## config.mk

```make
export PLATFORM = sky130hd
export DESIGN_NAME = t07_simon_sequence_player
export DESIGN_NICKNAME = d
export VERILOG_FILES = /design/src/rtl/t07_pkg.sv /design/src/rtl/t07_phase_timer.sv /design/src/rtl/t07_simon_sequence_player.sv
export SDC_FILE = /design/constraint.sdc
export NUM_CORES = 1
export LEC_CHECK = 0
export BUFFER_PORTS_ARGS = -buffer_cell sky130_fd_sc_hd__buf_2
export CORE_ASPECT_RATIO = 2
export CORE_UTILIZATION = 45
export DETAILED_ROUTE_END_ITERATION = 10
export MAX_ROUTING_LAYER = met4
export PLACE_DENSITY = 0.65
export RECOVER_POWER = 100
export REMOVE_ABC_BUFFERS = 1
export SETUP_SLACK_MARGIN = 0.4
export SYNTH_ARGS = -nofsm -noshare
export SYNTH_HDL_FRONTEND = slang
export SYNTH_SLANG_ARGS = --single-unit
```

## constraint.sdc

```tcl
create_clock -name clk -period 5.7 [get_ports clk]
set_input_delay 0.57 -clock clk [delete_from_list [all_inputs] [get_ports clk]]
set_output_delay 0.57 -clock clk [all_outputs]
set_load 0.01 [all_outputs]
```

## src/rtl/t07_pkg.sv

```systemverilog
// Shared definitions for the t07 puzzle modules: game modes, module select,
// button codes, Simon detector states and colours.
package t07_pkg;

  // Game mode
  localparam logic [1:0] MODE_MENU = 2'd0;
  localparam logic [1:0] MODE_PLAY = 2'd1;
  localparam logic [1:0] MODE_LOST = 2'd2;
  localparam logic [1:0] MODE_WON  = 2'd3;

  // Module select
  localparam logic [2:0] SEL_MOD   = 3'd0;
  localparam logic [2:0] SEL_MAZE  = 3'd1;
  localparam logic [2:0] SEL_WIRE  = 3'd2;
  localparam logic [2:0] SEL_MEM   = 3'd3;
  localparam logic [2:0] SEL_SIMON = 3'd4;

  // One-hot button codes
  localparam logic [5:0] BTN_SELECT = 6'b000001;
  localparam logic [5:0] BTN_UP     = 6'b000010;
  localparam logic [5:0] BTN_RIGHT  = 6'b000100;
  localparam logic [5:0] BTN_DOWN   = 6'b001000;
  localparam logic [5:0] BTN_LEFT   = 6'b010000;
  localparam logic [5:0] BTN_BACK   = 6'b100000;

  // Simon detector states: even = display, odd = input
  typedef enum logic [3:0] {
    SS_D1 = 4'd0, SS_I1 = 4'd1,
    SS_D2 = 4'd2, SS_I2 = 4'd3,
    SS_D3 = 4'd4, SS_I3 = 4'd5,
    SS_D4 = 4'd6, SS_I4 = 4'd7,
    SS_D5 = 4'd8, SS_I5 = 4'd9
  } simon_state_t;

  typedef enum logic [1:0] {
    COL_BLUE   = 2'd0,
    COL_YELLOW = 2'd1,
    COL_GREEN  = 2'd2,
    COL_RED    = 2'd3
  } colour_t;

  // Sequence player FSM states
  typedef enum logic [2:0] {
    PS_IDLE, PS_GAP, PS_ON, PS_OFF, PS_ECHO
  } player_state_t;

  // True for a single direction button
  function automatic logic is_direction(input logic [5:0] btn);
    case (btn)
      BTN_UP, BTN_RIGHT, BTN_DOWN, BTN_LEFT: is_direction = 1'b1;
      default:                               is_direction = 1'b0;
    endcase
  endfunction

  // Colour echoed for a direction button
  function automatic logic [1:0] direction_colour(input logic [5:0] btn);
    case (btn)
      BTN_RIGHT: direction_colour = 2'd1;
      BTN_DOWN:  direction_colour = 2'd2;
      BTN_LEFT:  direction_colour = 2'd3;
      default:   direction_colour = 2'd0;
    endcase
  endfunction

endpackage

```

## src/rtl/t07_phase_timer.sv

```systemverilog
// Phase counter: counts from 0 each cycle, flags done at the loaded limit,
// synchronous clear restarts the count.
module t07_phase_timer #(
  parameter int unsigned CNT_W = 24
) (
  input  logic             clk,
  input  logic             nrst,
  input  logic             clr,
  input  logic [CNT_W-1:0] limit,
  output logic             done
);

  logic [CNT_W-1:0] cnt;

  // Free-running phase count, cleared on every phase change
  always_ff @(posedge clk or negedge nrst) begin
    if (!nrst)    cnt <= '0;
    else if (clr) cnt <= '0;
    else          cnt <= cnt + CNT_W'(1);
  end

  assign done = (cnt == limit);

endmodule

```

## src/rtl/t07_simon_sequence_player.sv

```systemverilog
// Simon colour display: plays back the stored sequence in display states and
// echoes direction presses.
module t07_simon_sequence_player
  import t07_pkg::*;
#(
  parameter int unsigned FLASH_ON   = 6_000_000,
  parameter int unsigned FLASH_OFF  = 3_000_000,
  parameter int unsigned REPEAT_GAP = 12_000_000,
  parameter int unsigned CNT_W      = 24
) (
  input  logic       clk,
  input  logic       nrst,
  input  logic [2:0] playing_state_in,
  input  logic       simon_cleared,
  input  logic [3:0] simon_state_in,
  input  logic [9:0] simon_sequence_bus,
  input  logic       strobe,
  input  logic [5:0] button,
  output logic       led_on,
  output logic [1:0] led_color,
  output logic       playing
);

  localparam logic [CNT_W-1:0] ON_LIM  = CNT_W'(FLASH_ON - 1);
  localparam logic [CNT_W-1:0] OFF_LIM = CNT_W'(FLASH_OFF - 1);
  localparam logic [CNT_W-1:0] GAP_LIM = CNT_W'(REPEAT_GAP - 1);

  player_state_t    state;
  logic [2:0]       idx;
  logic [1:0]       echo_col;
  logic [3:0]       prev_state;

  logic             active;
  logic             press;
  logic [1:0]       press_col;
  logic             restart;
  logic [2:0]       last;
  logic [CNT_W-1:0] limit;
  logic             clr;
  logic             done;

  // Control decode: activity, press, restart, phase length and timer clear
  always_comb begin
    active    = (playing_state_in == SEL_SIMON) && !simon_cleared;
    press     = strobe && is_direction(button);
    press_col = direction_colour(button);
    restart   = (state != PS_IDLE) && (simon_state_in != prev_state) &&
                !simon_state_in[0];
    last      = (simon_state_in[3:1] > 3'd4) ? 3'd4 : simon_state_in[3:1];
    case (state)
      PS_GAP:  limit = GAP_LIM;
      PS_OFF:  limit = OFF_LIM;
      default: limit = ON_LIM;
    endcase
    // Every state change coincides with one of these, so the timer restarts at 0
    clr = !active || restart || press || done || (state == PS_IDLE);
  end

  t07_phase_timer #(.CNT_W(CNT_W)) u_timer (
    .clk   (clk),
    .nrst  (nrst),
    .clr   (clr),
    .limit (limit),
    .done  (done)
  );

  // Playback / echo state machine
  always_ff @(posedge clk or negedge nrst) begin
    if (!nrst) begin
      state      <= PS_IDLE;
      idx        <= '0;
      echo_col   <= '0;
      prev_state <= '0;
    end else begin
      prev_state <= simon_state_in;
      if (!active) begin
        state <= PS_IDLE;
        idx   <= '0;
      end else if (restart) begin
        state <= PS_GAP;
        idx   <= '0;
      end else if (press) begin
        state    <= PS_ECHO;
        echo_col <= press_col;
      end else begin
        case (state)
          PS_IDLE: if (!simon_state_in[0]) begin
            state <= PS_GAP;
            idx   <= '0;
          end
          PS_GAP: if (done) state <= PS_ON;
          PS_ON:  if (done) state <= PS_OFF;
          PS_OFF: if (done) begin
            if (idx == last) begin
              state <= PS_GAP;
              idx   <= '0;
            end else begin
              state <= PS_ON;
              idx   <= idx + 3'd1;
            end
          end
          PS_ECHO: if (done) begin
            if (!simon_state_in[0]) begin
              state <= PS_GAP;
              idx   <= '0;
            end else begin
              state <= PS_IDLE;
            end
          end
          default: state <= PS_IDLE;
        endcase
      end
    end
  end

  // Moore output decode; sequence colour taken live from the bus
  always_comb begin
    led_on    = 1'b0;
    led_color = 2'd0;
    playing   = (state == PS_GAP) || (state == PS_ON) || (state == PS_OFF);
    if (state == PS_ON) begin
      led_on = 1'b1;
      case (idx)
        3'd0:    led_color = simon_sequence_bus[1:0];
        3'd1:    led_color = simon_sequence_bus[3:2];
        3'd2:    led_color = simon_sequence_bus[5:4];
        3'd3:    led_color = simon_sequence_bus[7:6];
        3'd4:    led_color = simon_sequence_bus[9:8];
        default: led_color = 2'd0;
      endcase
    end else if (state == PS_ECHO) begin
      led_on    = 1'b1;
      led_color = echo_col;
    end
  end

endmodule

```

# == Word-level counts from Yosys, hierarchy flattened ==
# Cells that the tools add are included.
# word_totals
ff_bits,36
inputBits,27
out_inout_bits,4
word_cells,83
# classes
addsub,2
magnitude_cmp,1
eq_ne,25
muxes,29
n_bitwise,1
reduce_logical,20
# ops
cell,n
$mux W3,16
$pmux W24 S2,1
$ne A5 B5 Y1 const B,5
$add A24 B1 Y24 const B,1
$eq A24 B24 Y1,1
$mux W24,1
$pmux W3 S5,1
$eq A3 B2 Y1 const B,4
$pmux W2 S5,1
$eq A3 B3 Y1 const B,3
$pmux W3 S3,1
$ne A4 B4 Y1 const B,2
$eq A3 B1 Y1 const B,2
$eq A6 B2 Y1 const B,1
$eq A6 B3 Y1 const B,1
$eq A6 B4 Y1 const B,1
$eq A6 B5 Y1 const B,1
$logic_not A3 Y1,2
$logic_or A1 B1 Y1,6
$mux W2,3
$pmux W2 S3,1
$ne A5 B1 Y1 const B,1
$reduce_and A5 Y1,1
$logic_and A1 B1 Y1,4
12 further kinds,17

# == Depth between registers and ports, before layout ==
# logic_depth
ltp_word,9
depth_mapped,9
ltp_nobuf,8

# == Hierarchy ==
# A second synthesis with hierarchy kept.
# unflattened
cells_unflattened,272
area_unflattened_um2,2457.4
# modules_own_cells
mod,instances,cells_each,area_each_um2,seq_area_each_um2
t07_phase_timer,1,160,1470.2,600.6
t07_simon_sequence_player,1,112,987.2,300.3

# == Least setup slack after synthesis ==
# OpenSTA, ideal clock, no wires.
# synth_timing
path_type,flip-flop to flip-flop
from,reg u_timer.cnt[0]
to,reg u_timer.cnt[15]
t_arrival_ns,1.960
t_required_ns,5.581
setup_slack_ns,3.621
stages_incl_launch_ff,10
path_buffers,2
synth_period_minus_slack_ns,2.079
path_cell_list,dfrtp_1 ha_1 nand2_1 a2111oi_0 o221ai_2 a21oi_2 or4_1 buf_2 buf_6 nor2_1
# synth_between
elab_chain_len,4
# synth_rtl
element,line_no,rtl
"start, declared",t07_phase_timer.sv:13,logic [CNT_W-1:0] cnt;
"start signal, assigned",t07_phase_timer.sv:19,else cnt <= cnt + CNT_W'(1);
branches (longest 3 deep; another with $add A24 B1 Y24),-,
$mux W24 *,t07_phase_timer.sv:18,else if (clr) cnt <= '0;
# Mark *: on every way between the ends.
# A chain may end at the register's enable or synchronous reset.

# == Final worst setup path ==
# layout_timing
from,reg u_timer.cnt[0]
to,reg u_timer.cnt[11]
# Same word-level chain as after synthesis.

==> results.sh <==
export IMPL_outcome="complete, but fails checks"
export IMPL_violations="capacitance limit, slew limit"
export IMPL_slowest_delay_ps=750
export IMPL_initial_core_util=0.4691
export IMPL_rsz0062_at_grt="no"
export IMPL_hpwlAfterDp_mm=3.555
export IMPL_ys_types=42
export IMPL_hold_buffers=0
export IMPL_boundaryPins=31
export IMPL_htree_levels=2
export IMPL_crit_path_start_kind="register"
export IMPL_synth_top_area_share=0.4176
export IMPL_ys_flop_type="dfrtp_1"
export IMPL_clockBufferDepth=2
export IMPL_grt_start_max_net_pins=37
export IMPL_chipHeight_um=99.91
export IMPL_synthArstFlopShare=1.000
export IMPL_antenna_found_initial=0
export IMPL_die_area_um2=5091
export IMPL_cts_num_sinks=36
export IMPL_yosys_warnings=0
export IMPL_cts_tree="yes"
export IMPL_syn_avg_cell_area_um2=9.102
export IMPL_critPathRequiredTime_ps=5840
export IMPL_coreArea_um2=4598
export IMPL_fin_setup_tns_ps=0
export IMPL_ys_seq_area_frac=0.4176
export IMPL_path_max_fanout=24
export IMPL_setup_viol=0
export IMPL_cts_buffers=5
export IMPL_dr_pass1_iters=4
export IMPL_leakage_nw=0.9941
export IMPL_post_cts_buffers=0
export IMPL_row_count=35
export IMPL_grtUsageTotal=0.2100
export IMPL_postSynthCellCount=237
export IMPL_grt_pass1_wl_mm=7.790
export IMPL_die_x_um=50.96
export IMPL_netlist_area_um2=2157
export IMPL_power_density_nw_per_um2=196.8
export IMPL_numPortBuffers=30
export IMPL_dp_cells=315
export IMPL_fmax_mhz=333.9
export IMPL_timing_final_crit_share=0.5254
export IMPL_drc_errors=0
export IMPL_clk_pin_slew_ps=70
export IMPL_drt_total_wl_mm=4.761
export IMPL_viasPerCell=5.724
export IMPL_post_cts_resized=0
export IMPL_num_vias=1849
export IMPL_reg2reg_from="u_timer.cnt[0]"
export IMPL_critPathKind="register to register"
export IMPL_power_total_uw=473.9
export IMPL_fin_cells=323
export IMPL_crit_arrival_ps=3130
export IMPL_syn_to_final_growth_pct=11.66
export IMPL_whs_path_depth=1
export IMPL_ant_nets=0
export IMPL_place_congestion=0.8250
export IMPL_finalHoldViolations=0
export IMPL_synth_area_top_cells="dfrtp_1, nor2_1, xor2_1"
export IMPL_grt_pass1_vias=1808
export IMPL_slew_limit_headroom=-0.3160
export IMPL_slew_viol_final=37
export IMPL_max_slew_worst_pin_slew_ps=1974
export IMPL_drv_cap=1
export IMPL_final_area_um2=2409
export IMPL_placed_cell_area_um2=2333
export IMPL_rr_worst_depth=7
export IMPL_synth_top_area_cell="dfrtp_1"
export IMPL_grt_overflow_total=0
export IMPL_synth_edf_count=0
export IMPL_final_util=0.5238
export IMPL_drtIter0Drc=52
export IMPL_finalClockSkew_ps=6.199
export IMPL_cp_cell_sequence="ha_1, nand2_1, a2111oi_0, o221ai_2, a21oi_1, or4_1, nor2_1"
export IMPL_fin_crit_ps=2995
export IMPL_synth_seq_cells=36
export IMPL_nets=300
export IMPL_ir_drop_v=0.0001814
export IMPL_crit_path_start="u_timer.cnt[0]"
export IMPL_cp_slowest_cell="or4_1"
export IMPL_drive_above_1_share=0.1194
export IMPL_clock_latency_ps=290
export IMPL_hold_start="simon_state_in[2]"
export IMPL_avgRoutedWirePerCell_um=14.74
export IMPL_root_buffer="clkbuf_8"
export IMPL_cp_end_kind="register"
export IMPL_insertedDiodeCount=0
export IMPL_hp_class="input pin to register"
-- layer usage --
| layer | global-route usage | vias to the layer above | share of wire |
|---|---|---|---|
| li1 | - | 899 | - |
| met1 | 0.1889 | 903 | 0.37 |
| met2 | 0.4119 | 41 | 0.58 |
| met3 | 0.03333 | 6 | 0.032 |
| met4 | 0.07906 | 0 | 0.016 |
| met5 | - | - | 0 |
-- layout by cell type, fill, tap and decap left out, types with 4 or more instances in the layout --
master	Yosys	final
a21oi_1	9	10
and3_1	8	8
buf_2	1	21
clkbuf_1	3	11
clkbuf_8	0	6
dfrtp_1	36	36
ha_1	6	6
inv_1	9	9
nand2_1	17	17
nand3_1	10	10
nand4_1	6	6
nor2_1	41	41
nor3_1	10	10
nor4_1	5	5
nor4b_1	4	4
o21ai_0	6	6
xnor2_1	13	13
xor2_1	17	17
-- sequential cells by signal, summed over array words and instances (netlist names) --
signal       flops
u_timer.cnt     24
prev_state       4
idx              3
state            3
echo_col         2
-- worst max-delay path: cells and delay by family, from the launching register on --
kind            cells  cell delay, ps
compound gates      3            1260
flops               1             370
simple gates        3             990
fa+ha+maj           1             220
-- logic make-up after synthesis --
group           after synthesis  share of synthesized area
compound gates               33                     0.1096
xor+xnor                     30                     0.1218
fa+ha+maj                     6                    0.03480
buf+inv                      16                    0.03538
flops                        36                     0.4176
mux                           2                    0.01044
simple gates                114                     0.2703
-- per-stage QoR --
step / hold WS, ps / setup WS, ps
floorplan: 274.4 / 3466
global placement: 454.6 / 2904
detailed placement: 462.4 / 2871
CTS: 407.4 / 2855
global route: 455.1 / 2367
finish: 450.0 / 2705
-- layout make-up --
cell class,count,area (um^2)
sequential,36,900.9
timing repair buffer,30,138.9
fill,458,2190
inverter,9,33.78
clock buffer,8,90.09
multi-input combinational,185,1176
tap,55,68.82
-- report_power, final --
group          switching (mW)  internal [mW]
Sequential            0.00196          0.257
Clock                  0.0864         0.0986
Combinational          0.0175         0.0122
Total                   0.106          0.368
-- path summary, 6_finish.rpt --
check / endpoint / slack (ps)
max in group asynchronous: u_timer.cnt[23] / 3730
max reg2reg: u_timer.cnt[11] / 2710
min in group asynchronous: echo_col[1] / 840
max: u_timer.cnt[11] / 2710
min reg2reg: u_timer.cnt[0] / 470
min: prev_state[2] / 450
-- Yosys cell counts (2+ instances only) --
library cell	instances
nor4_1	5
nor3_1	10
o2bb2ai_1	2
or4b_1	2
xor2_1	17
inv_1	9
buf_6	2
o211ai_1	2
dfrtp_1	36
o21ai_0	6
o41ai_1	2
mux2_2	2
nor2_1	41
nor4b_1	4
xnor2_1	13
and3_1	8
clkbuf_1	3
a222oi_1	2
nand4_1	6
nand3b_1	2
nor4bb_1	2
a21oi_1	9
nand3_1	10
nand2_1	17
ha_1	6
nand2b_1	3
(Power assumes the default switching activity.)
